--- src/rtl/video_sdram_arbiter.sv ---
// Arbitrates the rotation read port, the capture write port and a generic port onto
// one SDRAM command channel, with periodic refresh requests interleaved between commands.
//
//   state   | meaning
//   IDLE    | no backend operation outstanding; choose refresh or a client
//   ISSUE   | cmd_valid held with latched fields until cmd_ready
//   WAIT    | command accepted, waiting for cmd_done
//   REFRESH | ref_req held until ref_done
module video_sdram_arbiter #(
  parameter int REFRESH_INTERVAL = 750,
  parameter int MAX_VID_RUN      = 8
) (
  input  logic        clk_96,
  input  logic        reset_n,

  input  logic        vidout_req,
  input  logic [9:0]  vidout_row,
  input  logic [9:0]  vidout_col,
  input  logic        vidout_frame,
  output logic [15:0] vidout_q,
  output logic        vidout_ack,

  input  logic        vidin_req,
  input  logic [9:0]  vidin_row,
  input  logic [9:0]  vidin_col,
  input  logic        vidin_frame,
  input  logic [15:0] vidin_d,
  output logic        vidin_ack,

  input  logic        port1_req,
  input  logic        port1_we,
  input  logic [23:0] port1_addr,
  input  logic [15:0] port1_d,
  output logic [15:0] port1_q,
  output logic        port1_ack,

  output logic        cmd_valid,
  input  logic        cmd_ready,
  output logic        cmd_we,
  output logic [23:0] cmd_addr,
  output logic [15:0] cmd_d,
  input  logic        cmd_done,
  input  logic [15:0] cmd_q,

  output logic        ref_req,
  input  logic        ref_done
);

  localparam int TW = $clog2(REFRESH_INTERVAL + 1);
  localparam int VW = $clog2(MAX_VID_RUN + 1);
  localparam logic [TW-1:0] REF_RELOAD = TW'(REFRESH_INTERVAL - 1);
  localparam logic [VW-1:0] RUN_MAX    = VW'(MAX_VID_RUN);

  localparam logic [1:0] CL_VO = 2'd0;
  localparam logic [1:0] CL_VI = 2'd1;
  localparam logic [1:0] CL_P1 = 2'd2;

  typedef enum logic [1:0] {IDLE, ISSUE, WAIT, REFRESH} state_t;

  state_t          state;
  logic [1:0]      client;
  logic [TW-1:0]   ref_cnt;
  logic            refresh_pending;
  logic [VW-1:0]   vid_run;
  logic            rst_settled;

  logic            vo_eff, vi_eff, p1_eff;
  logic            grant_vld;
  logic [1:0]      grant_id;

  function automatic logic [23:0] vid_addr(input logic frame, input logic [9:0] row,
                                           input logic [9:0] col);
    return {2'b01, 1'b0, frame, row, col};
  endfunction

  // A req still high during its own ack cycle is the old request, not a new one.
  assign vo_eff = vidout_req & ~vidout_ack;
  assign vi_eff = vidin_req  & ~vidin_ack;
  assign p1_eff = port1_req  & ~port1_ack;

  always_comb begin
    grant_vld = 1'b0;
    grant_id  = CL_VO;
    if (p1_eff && (vid_run == RUN_MAX)) begin
      grant_vld = 1'b1;
      grant_id  = CL_P1;
    end else if (vo_eff) begin
      grant_vld = 1'b1;
      grant_id  = CL_VO;
    end else if (vi_eff) begin
      grant_vld = 1'b1;
      grant_id  = CL_VI;
    end else if (p1_eff) begin
      grant_vld = 1'b1;
      grant_id  = CL_P1;
    end
  end

  always_ff @(posedge clk_96 or negedge reset_n) begin
    if (!reset_n) begin
      state           <= IDLE;
      client          <= CL_VO;
      ref_cnt         <= REF_RELOAD;
      refresh_pending <= 1'b0;
      vid_run         <= '0;
      rst_settled     <= 1'b0;
      vidout_q        <= '0;
      vidout_ack      <= 1'b0;
      vidin_ack       <= 1'b0;
      port1_q         <= '0;
      port1_ack       <= 1'b0;
      cmd_valid       <= 1'b0;
      cmd_we          <= 1'b0;
      cmd_addr        <= '0;
      cmd_d           <= '0;
      ref_req         <= 1'b0;
    end else begin
      rst_settled <= 1'b1;
      vidout_ack  <= 1'b0;
      vidin_ack   <= 1'b0;
      port1_ack   <= 1'b0;

      if (ref_cnt == '0) ref_cnt <= REF_RELOAD;
      else               ref_cnt <= ref_cnt - TW'(1);

      // Completion wins over a coincident expiry so only one refresh is ever queued.
      if ((state == REFRESH) && ref_done) refresh_pending <= 1'b0;
      else if (ref_cnt == '0)             refresh_pending <= 1'b1;

      case (state)
        IDLE: begin
          if (rst_settled) begin
            if (!port1_req) vid_run <= '0;
            if (refresh_pending) begin
              ref_req <= 1'b1;
              state   <= REFRESH;
            end else if (grant_vld) begin
              client    <= grant_id;
              cmd_valid <= 1'b1;
              state     <= ISSUE;
              case (grant_id)
                CL_VO: begin
                  cmd_we   <= 1'b0;
                  cmd_addr <= vid_addr(vidout_frame, vidout_row, vidout_col);
                  cmd_d    <= '0;
                end
                CL_VI: begin
                  cmd_we   <= 1'b1;
                  cmd_addr <= vid_addr(vidin_frame, vidin_row, vidin_col);
                  cmd_d    <= vidin_d;
                end
                default: begin
                  cmd_we   <= port1_we;
                  cmd_addr <= port1_addr;
                  cmd_d    <= port1_d;
                end
              endcase
              if (grant_id == CL_P1)
                vid_run <= '0;
              else if (port1_req && (vid_run != RUN_MAX))
                vid_run <= vid_run + VW'(1);
            end
          end
        end
        ISSUE: begin
          if (cmd_ready) begin
            cmd_valid <= 1'b0;
            state     <= WAIT;
          end
        end
        WAIT: begin
          if (cmd_done) begin
            case (client)
              CL_VO: begin
                vidout_ack <= 1'b1;
                vidout_q   <= cmd_q;
              end
              CL_VI: vidin_ack <= 1'b1;
              default: begin
                port1_ack <= 1'b1;
                if (!cmd_we) port1_q <= cmd_q;
              end
            endcase
            state <= IDLE;
          end
        end
        REFRESH: begin
          if (ref_done) begin
            ref_req <= 1'b0;
            state   <= IDLE;
          end
        end
        default: state <= IDLE;
      endcase
    end
  end

endmodule

--- config.mk ---
export PLATFORM = sky130hd
export DESIGN_NAME = video_sdram_arbiter
export DESIGN_NICKNAME = d
export VERILOG_FILES = /design/src/rtl/video_sdram_arbiter.sv
export SDC_FILE = /design/constraint.sdc
export NUM_CORES = 1
export LEC_CHECK = 0
export BUFFER_PORTS_ARGS = -buffer_cell sky130_fd_sc_hd__buf_2
export CORE_MARGIN = 4
export CORE_UTILIZATION = 44
export DETAILED_ROUTE_END_ITERATION = 10
export PLACE_DENSITY = 0.82
export SYNTH_ARGS = -nofsm -noshare
export SYNTH_HDL_FRONTEND = slang
export SYNTH_SLANG_ARGS = --single-unit
--- constraint.sdc ---
create_clock -name clk_96 -period 1.9 [get_ports clk_96]
set_clock_uncertainty 0.15 [all_clocks]
set_input_delay 0.38 -clock clk_96 [delete_from_list [all_inputs] [get_ports clk_96]]
set_output_delay 0.38 -clock clk_96 [all_outputs]
set_load 0.02 [all_outputs]
==> results of run 1 <==
synth_stat cells (4+ instances only):
cell type and n:
sky130_fd_sc_hd__o31ai_2 21, sky130_fd_sc_hd__a21oi_1 8, sky130_fd_sc_hd__mux2_2 32, sky130_fd_sc_hd__a22o_1 4, sky130_fd_sc_hd__xnor2_1 4, sky130_fd_sc_hd__o21ai_0 15, sky130_fd_sc_hd__nor3_1 23, sky130_fd_sc_hd__dfrtp_1 91
sky130_fd_sc_hd__buf_2 7, sky130_fd_sc_hd__inv_1 25, sky130_fd_sc_hd__and3_1 22, sky130_fd_sc_hd__clkbuf_1 30, sky130_fd_sc_hd__nand2_1 57, sky130_fd_sc_hd__nand2b_1 7, sky130_fd_sc_hd__a31oi_1 20, sky130_fd_sc_hd__buf_6 5
sky130_fd_sc_hd__nor2b_1 6, sky130_fd_sc_hd__nor2_1 6, sky130_fd_sc_hd__o21ai_1 7, sky130_fd_sc_hd__a2111oi_0 16, sky130_fd_sc_hd__dfstp_2 7, sky130_fd_sc_hd__a221oi_1 21
layer usage:
metal / part of all wire / vias to the layer above / GRT usage
met5: 0 / - / 0
met4: 0.041 / 0 / 0.09026
met3: 0.072 / 68 / 0.04968
met2: 0.51 / 258 / 0.3782
met1: 0.38 / 2388 / 0.2829
li1: - / 2190 / -
worst min-delay path by stage:
stage / startpoint / end / slack (ns) / depth (start not counted)
6_report: cmd_ready / cmd_valid / 0.11 / 2
5_1_grt: cmd_ready / cmd_valid / 0.11 / 2
4_1_cts: port1_addr[21] / cmd_addr[21] / 0.1 / 2
3_5_place_dp: reset_n / cmd_addr[2] / 0.19 / 1
3_3_place_gp: reset_n / cmd_addr[2] / 0.18 / 1
2_1_floorplan: reset_n / client[0] / -0.07 / 0
critical path, cell delays in order, from the launching register on:
cell	delay (ns)
sky130_fd_sc_hd__dfrtp_1	0.39
sky130_fd_sc_hd__or3b_4	0.43
sky130_fd_sc_hd__a311o_2	0.42
sky130_fd_sc_hd__buf_12	0.21
sky130_fd_sc_hd__o31ai_2	0.26
metrics by stage:
step / setup slack, ns / instances / instance area (um2) / util / total power, uW
floorplan: -0.09978 / 475 / 4994 / - / 5948
global placement: -0.04324 / 811 / 6357 / 0.5814 / 7279
detailed placement: -0.1794 / 811 / 6357 / 0.5814 / 7449
CTS: -0.04577 / 829 / 6792 / 0.6211 / 9406
global route: -0.1064 / 835 / 7437 / 0.6801 / 10410
finish: -0.06239 / 835 / 7437 / 0.6801 / 9889
repair_timing:
action,in CTS,in global routing
setup endpoints to repair,60,62
buffers inserted,1,2
pin swaps,1,23
resized for setup,27,84
cloned,0,4
endpoints found under the hold margin,26,0
hold buffers,1,0
logic make-up (layout without fill, tap and decap cells):
| group | Yosys count | in the layout | synth area share |
|---|---|---|---|
| compound gates | 129 | 129 | 0.2103 |
| xor+xnor | 6 | 6 | 0.01060 |
| fa+ha+maj | 3 | 3 | 0.007575 |
| buf+inv | 68 | 288 | 0.06084 |
| flops | 98 | 98 | 0.4966 |
| mux | 32 | 32 | 0.07271 |
| other cells | 1 | 1 | 0.0007567 |
| simple gates | 138 | 138 | 0.1406 |
flip-flops by register name, indices dropped and copies added (netlist names):
name / count
cmd_d: 16
ref_cnt: 10
state: 2
port1_ack: 1
cmd_we: 1
refresh_pending: 1
vidout_ack: 1
vidin_ack: 1
vidout_q: 16
cmd_addr: 24
client: 2
port1_q: 16
rst_settled: 1
cmd_valid: 1
ref_req: 1
vid_run: 4
final cells by class:
| cell class | count | area (um2) |
|---|---|---|
| Clock buffer | 9 | 225.2 |
| Clock inverter | 7 | 83.83 |
| Fill cell | 772 | 3498 |
| Inverter | 25 | 93.84 |
| Multi-Input combinational cell | 309 | 2834 |
| Sequential cell | 98 | 2461 |
| Tap cell | 140 | 175.2 |
| Timing Repair Buffer | 247 | 1564 |
power by group:
part | internal (uW) | switching [uW] | total [uW] | leakage (uW)
clock network | 1040 | 835 | 1880 | 0.000149
logic | 1910 | 2750 | 4660 | 0.00215
registers | 2860 | 485 | 3350 | 0.00122
==> flow_metrics.py, run 1 <==
metrics = {
    "outcome": {
        "status": "finished, violations left",
        "violations": "negative setup slack",
    },
    "clock_network": {
        "tritoncts": "built",
        "cts_buf_count": 9,
        "cts_root_buf": "sky130_fd_sc_hd__clkbuf_16",
        "cts.reportedPaths.clkPinSlew_ns": 0.07,
        "h-tree-depth": 3,
        "clock-sinks": 98,
        "clock_latency_ns": 0.34,
        "maximum_clock_path_buffer_count": 2,
    },
    "sta": {
        "period_minus_slack_ns": 1.962,
        "fin_tns_setup_ns": -0.9032,
        "max_slew.worst_pin.slew_ns": 0.5423,
        "min_period_over_period": 1.033,
        "setup_violations": 39,
        "hold_viol_final": 0,
        "rsz_0062_raised_after_global_routing": "yes",
        "clock.fmax_mhz": 509.6,
        "setup_ws_ns": -0.06239,
        "drv_slew": 0,
        "fin_hold_ws_ns": 0.1145,
        "timing.slew.headroom": 0.6385,
    },
    "route": {
        "drt-vias-per-instance": 5.873,
        "num_vias": 4904,
        "first_pass_iters": 5,
        "drt-wirelength-per-cell_um": 19.34,
        "finalWirelength_mm": 16.15,
        "drc": 0,
        "drt-initial-drc-count": 305,
        "final_antenna_net_count": 0,
    },
    "worst_setup_path": {
        "crit_path_start": "state[0]",
        "regToRegEndpoint": "cmd_addr[14]",
        "setup.worst_path.class": "reg2reg",
        "worstSetupEndpoint": "cmd_addr[14]",
        "worst-endpoint-required_ns": 1.99,
        "ff2ff_path_depth": 4,
        "crit_path_start_kind": "flip-flop",
        "worst-path-max-fanout": 31,
        "crit_arrival_ns": 2.05,
        "reg2reg_slack_ns": -0.06,
        "crit_path_end_kind": "flip-flop",
        "crit-reg2reg-launch": "state[0]",
    },
    "die": {
        "dieHeight_um": 114.1,
        "io_pins": 201,
        "floorplan.initialDensity": 0.4532,
        "die_w_um": 114.1,
        "core-area_um2": 10940,
        "placementRows": 38,
        "die_area_um2": 13030,
    },
    "placed_design": {
        "post-dp-hpwl_mm": 10.78,
        "finalWeightedCongestion": 0.8926,
        "port-buffer-count": 200,
    },
    "grt": {
        "grt_first_pass_wirelength_mm": 23.49,
        "grt_pass1_vias": 4653,
        "global_route.overflow_total": 0,
        "grt_start_max_net_pins": 49,
        "track_usage": 0.2252,
        "antenna_found_initial": 0,
    },
    "yosys": {
        "post_synth_num_cell_types": 49,
        "yosys.area.top_type": "sky130_fd_sc_hd__dfrtp_1",
        "synth-edff-count": 0,
        "synth.area.top_cells": "sky130_fd_sc_hd__dfrtp_1, sky130_fd_sc_hd__mux2_2, sky130_fd_sc_hd__o31ai_2, sky130_fd_sc_hd__nand2_1, sky130_fd_sc_hd__a221oi_1",
        "ys_warn_count": 0,
        "synth.avg_cell_area_um2": 10.43,
        "synth_nets": 601,
        "yosysSeqAreaShare": 0.4966,
        "yosysTopAreaCellShare": 0.4595,
        "ys_async_sr_fraction": 1.000,
        "synth_seq_cells": 98,
        "post_syn_area_um2": 4956,
        "synthFlopType": "sky130_fd_sc_hd__dfrtp_1",
        "synth_cells": 475,
    },
    "finish": {
        "final_common_cell": "sky130_fd_sc_hd__buf_2",
        "fin_nets": 816,
        "synth_to_final_area_change_pct": 50.06,
        "num_antenna_cells": 0,
        "drive_above_1_share": 0.5540,
        "final_cell_mix": "sky130_fd_sc_hd__buf_2, sky130_fd_sc_hd__dfrtp_1, sky130_fd_sc_hd__nand2_1, sky130_fd_sc_hd__mux2_2, sky130_fd_sc_hd__buf_4",
    },
    "power_and_ir_drop": {
        "power.density_cell_area_nw_per_um2": 1330,
        "peakVddDrop_v": 0.0008549,
        "p_leak_uw": 0.003514,
    },
    "run": {
        "maxCapViolations": 0,
    },
    "worst_hold_path": {
        "timing.hold.worst.class": "in2reg",
    },
}
No activity file was read; power rests on OpenSTA's default activity.
==> run 2: changes to the inputs <==
CORE_MARGIN = not set   (was 4)
CORE_UTILIZATION = 49   (was 44)
CTS_CLUSTER_DIAMETER = 200   (was not set)
PLACE_DENSITY = 0.86   (was 0.82)
clock period = 2 ns   (was 1.9 ns; I/O delays follow)
==> run 2 against run 1 <==
The run still ends with negative setup slack left. Combinational power decreased by 7.7%. Critical endpoint is now cmd_addr[5]. Clock power decreased by 30%. Flip-flop and latch count unchanged. Utilization increased by 2.4 points.
==> flow_metrics.py, run 2 (same netlist as run 1, synthesis figures left out) <==
metrics = {
    "finish": {
        "final_cell_mix": "sky130_fd_sc_hd__buf_2, sky130_fd_sc_hd__dfrtp_1, sky130_fd_sc_hd__nand2_1, sky130_fd_sc_hd__mux2_2, sky130_fd_sc_hd__buf_4",
        "final_common_cell": "sky130_fd_sc_hd__buf_2",
        "fin_nets": 817,
        "synth_to_final_area_change_pct": 38.85,
        "largest_reg_flops": 24,
        "num_antenna_cells": 0,
        "drive_above_1_share": 0.5057,
        "regMostFlops": "cmd_addr",
    },
    "route": {
        "drt-initial-drc-count": 352,
        "num_vias": 4897,
        "drc": 0,
        "final_antenna_net_count": 0,
        "first_pass_iters": 5,
        "finalWirelength_mm": 15.24,
        "drt-vias-per-instance": 5.907,
        "drt-wirelength-per-cell_um": 18.39,
    },
    "outcome": {
        "status": "finished, violations left",
        "violations": "negative setup slack",
    },
    "sta": {
        "timing.slew.headroom": 0.5190,
        "rsz_0062_raised_after_global_routing": "yes",
        "period_minus_slack_ns": 2.026,
        "setup_violations": 16,
        "drv_slew": 0,
        "fin_tns_setup_ns": -0.2513,
        "clock.fmax_mhz": 493.5,
        "setup_ws_ns": -0.02621,
        "min_period_over_period": 1.013,
        "hold_viol_final": 0,
        "max_slew.worst_pin.slew_ns": 0.7200,
    },
    "grt": {
        "grt_first_pass_wirelength_mm": 22.29,
        "global_route.overflow_total": 0,
        "antenna_found_initial": 0,
        "track_usage": 0.2768,
        "grt_start_max_net_pins": 54,
        "grt_pass1_vias": 4690,
    },
    "worst_setup_path": {
        "reg2reg_slack_ns": -0.03,
        "regToRegEndpoint": "cmd_addr[5]",
        "slowest_stage": "sky130_fd_sc_hd__or3b_4",
        "worstSetupEndpoint": "cmd_addr[5]",
        "worst-endpoint-required_ns": 2.14,
        "worstPathCellList": "or3b_4 > a311o_2 > buf_12 > clkbuf_16 > o31ai_2",
        "crit_path_max_incr_delay_ns": 0.43,
        "crit_path_start": "state[1]",
        "worst-path-max-fanout": 9,
        "crit-reg2reg-launch": "state[1]",
        "critical-path-top-delay-family": "compound AO/OA/AOI/OAI gates",
        "crit_path_end_kind": "flip-flop",
        "setup.worst_path.class": "reg2reg",
        "number_of_buffers_and_inverters_on_the_critical_path": 2,
        "cp_num_cells": 5,
        "crit_arrival_ns": 2.16,
        "crit_path_start_kind": "flip-flop",
        "ff2ff_path_depth": 5,
    },
    "die": {
        "die_w_um": 102.6,
        "die_area_um2": 10520,
        "dieHeight_um": 102.6,
        "core-area_um2": 9774,
        "floorplan.initialDensity": 0.5070,
        "io_pins": 201,
        "placementRows": 36,
    },
    "placed_design": {
        "dpl_worst_slack_ns": 0.01559,
        "post-dp-hpwl_mm": 10.60,
        "port-buffer-count": 200,
        "finalWeightedCongestion": 0.9352,
    },
    "run": {
        "maxCapViolations": 0,
    },
    "worst_hold_path": {
        "min-delay-start": "cmd_ready",
        "timing.hold.worst.class": "in2reg",
    },
    "power_and_ir_drop": {
        "clock_power_share": 0.149,
        "swShare": 0.4254,
        "p_comb_frac": 0.490,
        "p_int_uw": 5039,
        "peakVddDrop_v": 0.0007856,
        "p_switching_uw": 3732,
        "sequential_share_of_power": 0.361,
        "overall_power_consumption_uw": 8771,
        "p_leak_uw": 0.003397,
        "power.density_cell_area_nw_per_um2": 1275,
    },
    "clock_network": {
        "h-tree-depth": 3,
        "tritoncts": "built",
        "clock-sinks": 98,
        "cts.reportedPaths.clkPinSlew_ns": 0.10,
        "cts_root_buf": "sky130_fd_sc_hd__clkbuf_8",
        "maximum_clock_path_buffer_count": 2,
        "cts_buf_count": 9,
        "clock_latency_ns": 0.37,
    },
}
## run 2: cell types whose count changed in the layout (fill, tap and decap cells not counted), moves of 5 or more
cell / previous run / this run
sky130_fd_sc_hd__clkbuf_16: 12 / 5
sky130_fd_sc_hd__a2111oi_0: 0 / 5
sky130_fd_sc_hd__a2111oi_1: 0 / 7
sky130_fd_sc_hd__a221oi_4: 16 / 1
sky130_fd_sc_hd__a2111oi_4: 8 / 0
sky130_fd_sc_hd__a221oi_1: 0 / 13
sky130_fd_sc_hd__clkbuf_8: 0 / 9
## run 2: worst min-delay path by stage
stage	endpoint	slack, ns	depth (start not counted)
after floorplan	client[0]	-0.05	0
after global placement	ref_cnt[8]	0.16	1
after detailed placement	ref_cnt[8]	0.16	1
after CTS	cmd_valid	0.07	2
after global routing	cmd_valid	0.08	2
final	cmd_valid	0.09	2
## run 2: final cells by class
cell class / instances / area [um2]
inverters: 25 / 93.84
fillers: 727 / 2893
multi-input cells: 309 / 2377
flip-flops and latches: 98 / 2461
repair buffers: 248 / 1578
clock inverters: 7 / 81.33
clock buffers: 9 / 123.9
well taps: 133 / 166.4
## run 2: stage by stage
stage	instances	area [um2]	util	hold WS [ns]
finish	829	6882	0.7040	0.08571
global route	829	6882	0.7040	0.07659
CTS	819	6515	0.6665	0.07493
detailed placement	802	6296	0.6441	0.1594
global placement	802	6296	0.6441	0.1588
floorplan	475	4975	-	-0.04559
## run 2: layer usage
metal  global-route usage  part of all wire  vias up
li1                     -                 -     2185
met1               0.3443              0.39     2405
met2               0.4579              0.51      248
met3              0.06034             0.062       59
met4               0.1363             0.034        0
met5                    0                 0        -
## run 2: timing repair
action / CTS / global route
cloned: 0 / 6
gates resized for setup: 1 / 47
endpoints found under the setup margin: 1 / 59
hold buffers: 1 / 0
setup buffers: 0 / 4
endpoints found under the hold margin: 11 / 0
pin swaps: 0 / 5
## run 2: worst register-to-register path: stages, from the launching register on
cell                        delay (ns)
sky130_fd_sc_hd__dfrtp_1          0.40
sky130_fd_sc_hd__or3b_4           0.43
sky130_fd_sc_hd__a311o_2          0.40
sky130_fd_sc_hd__buf_12           0.17
sky130_fd_sc_hd__clkbuf_16        0.17
sky130_fd_sc_hd__o31ai_2          0.23
## run 2: power by group through the flow
stage | registers (uW) | clock network [uW] | logic (uW)
2_1_floorplan | 3940 | 0 | 1700
3_3_place_gp | 3150 | 0 | 3700
3_5_place_dp | 3180 | 0 | 3830
4_1_cts | 3150 | 1320 | 3840
5_1_grt | 3250 | 1410 | 4600
6_report | 3160 | 1310 | 4300
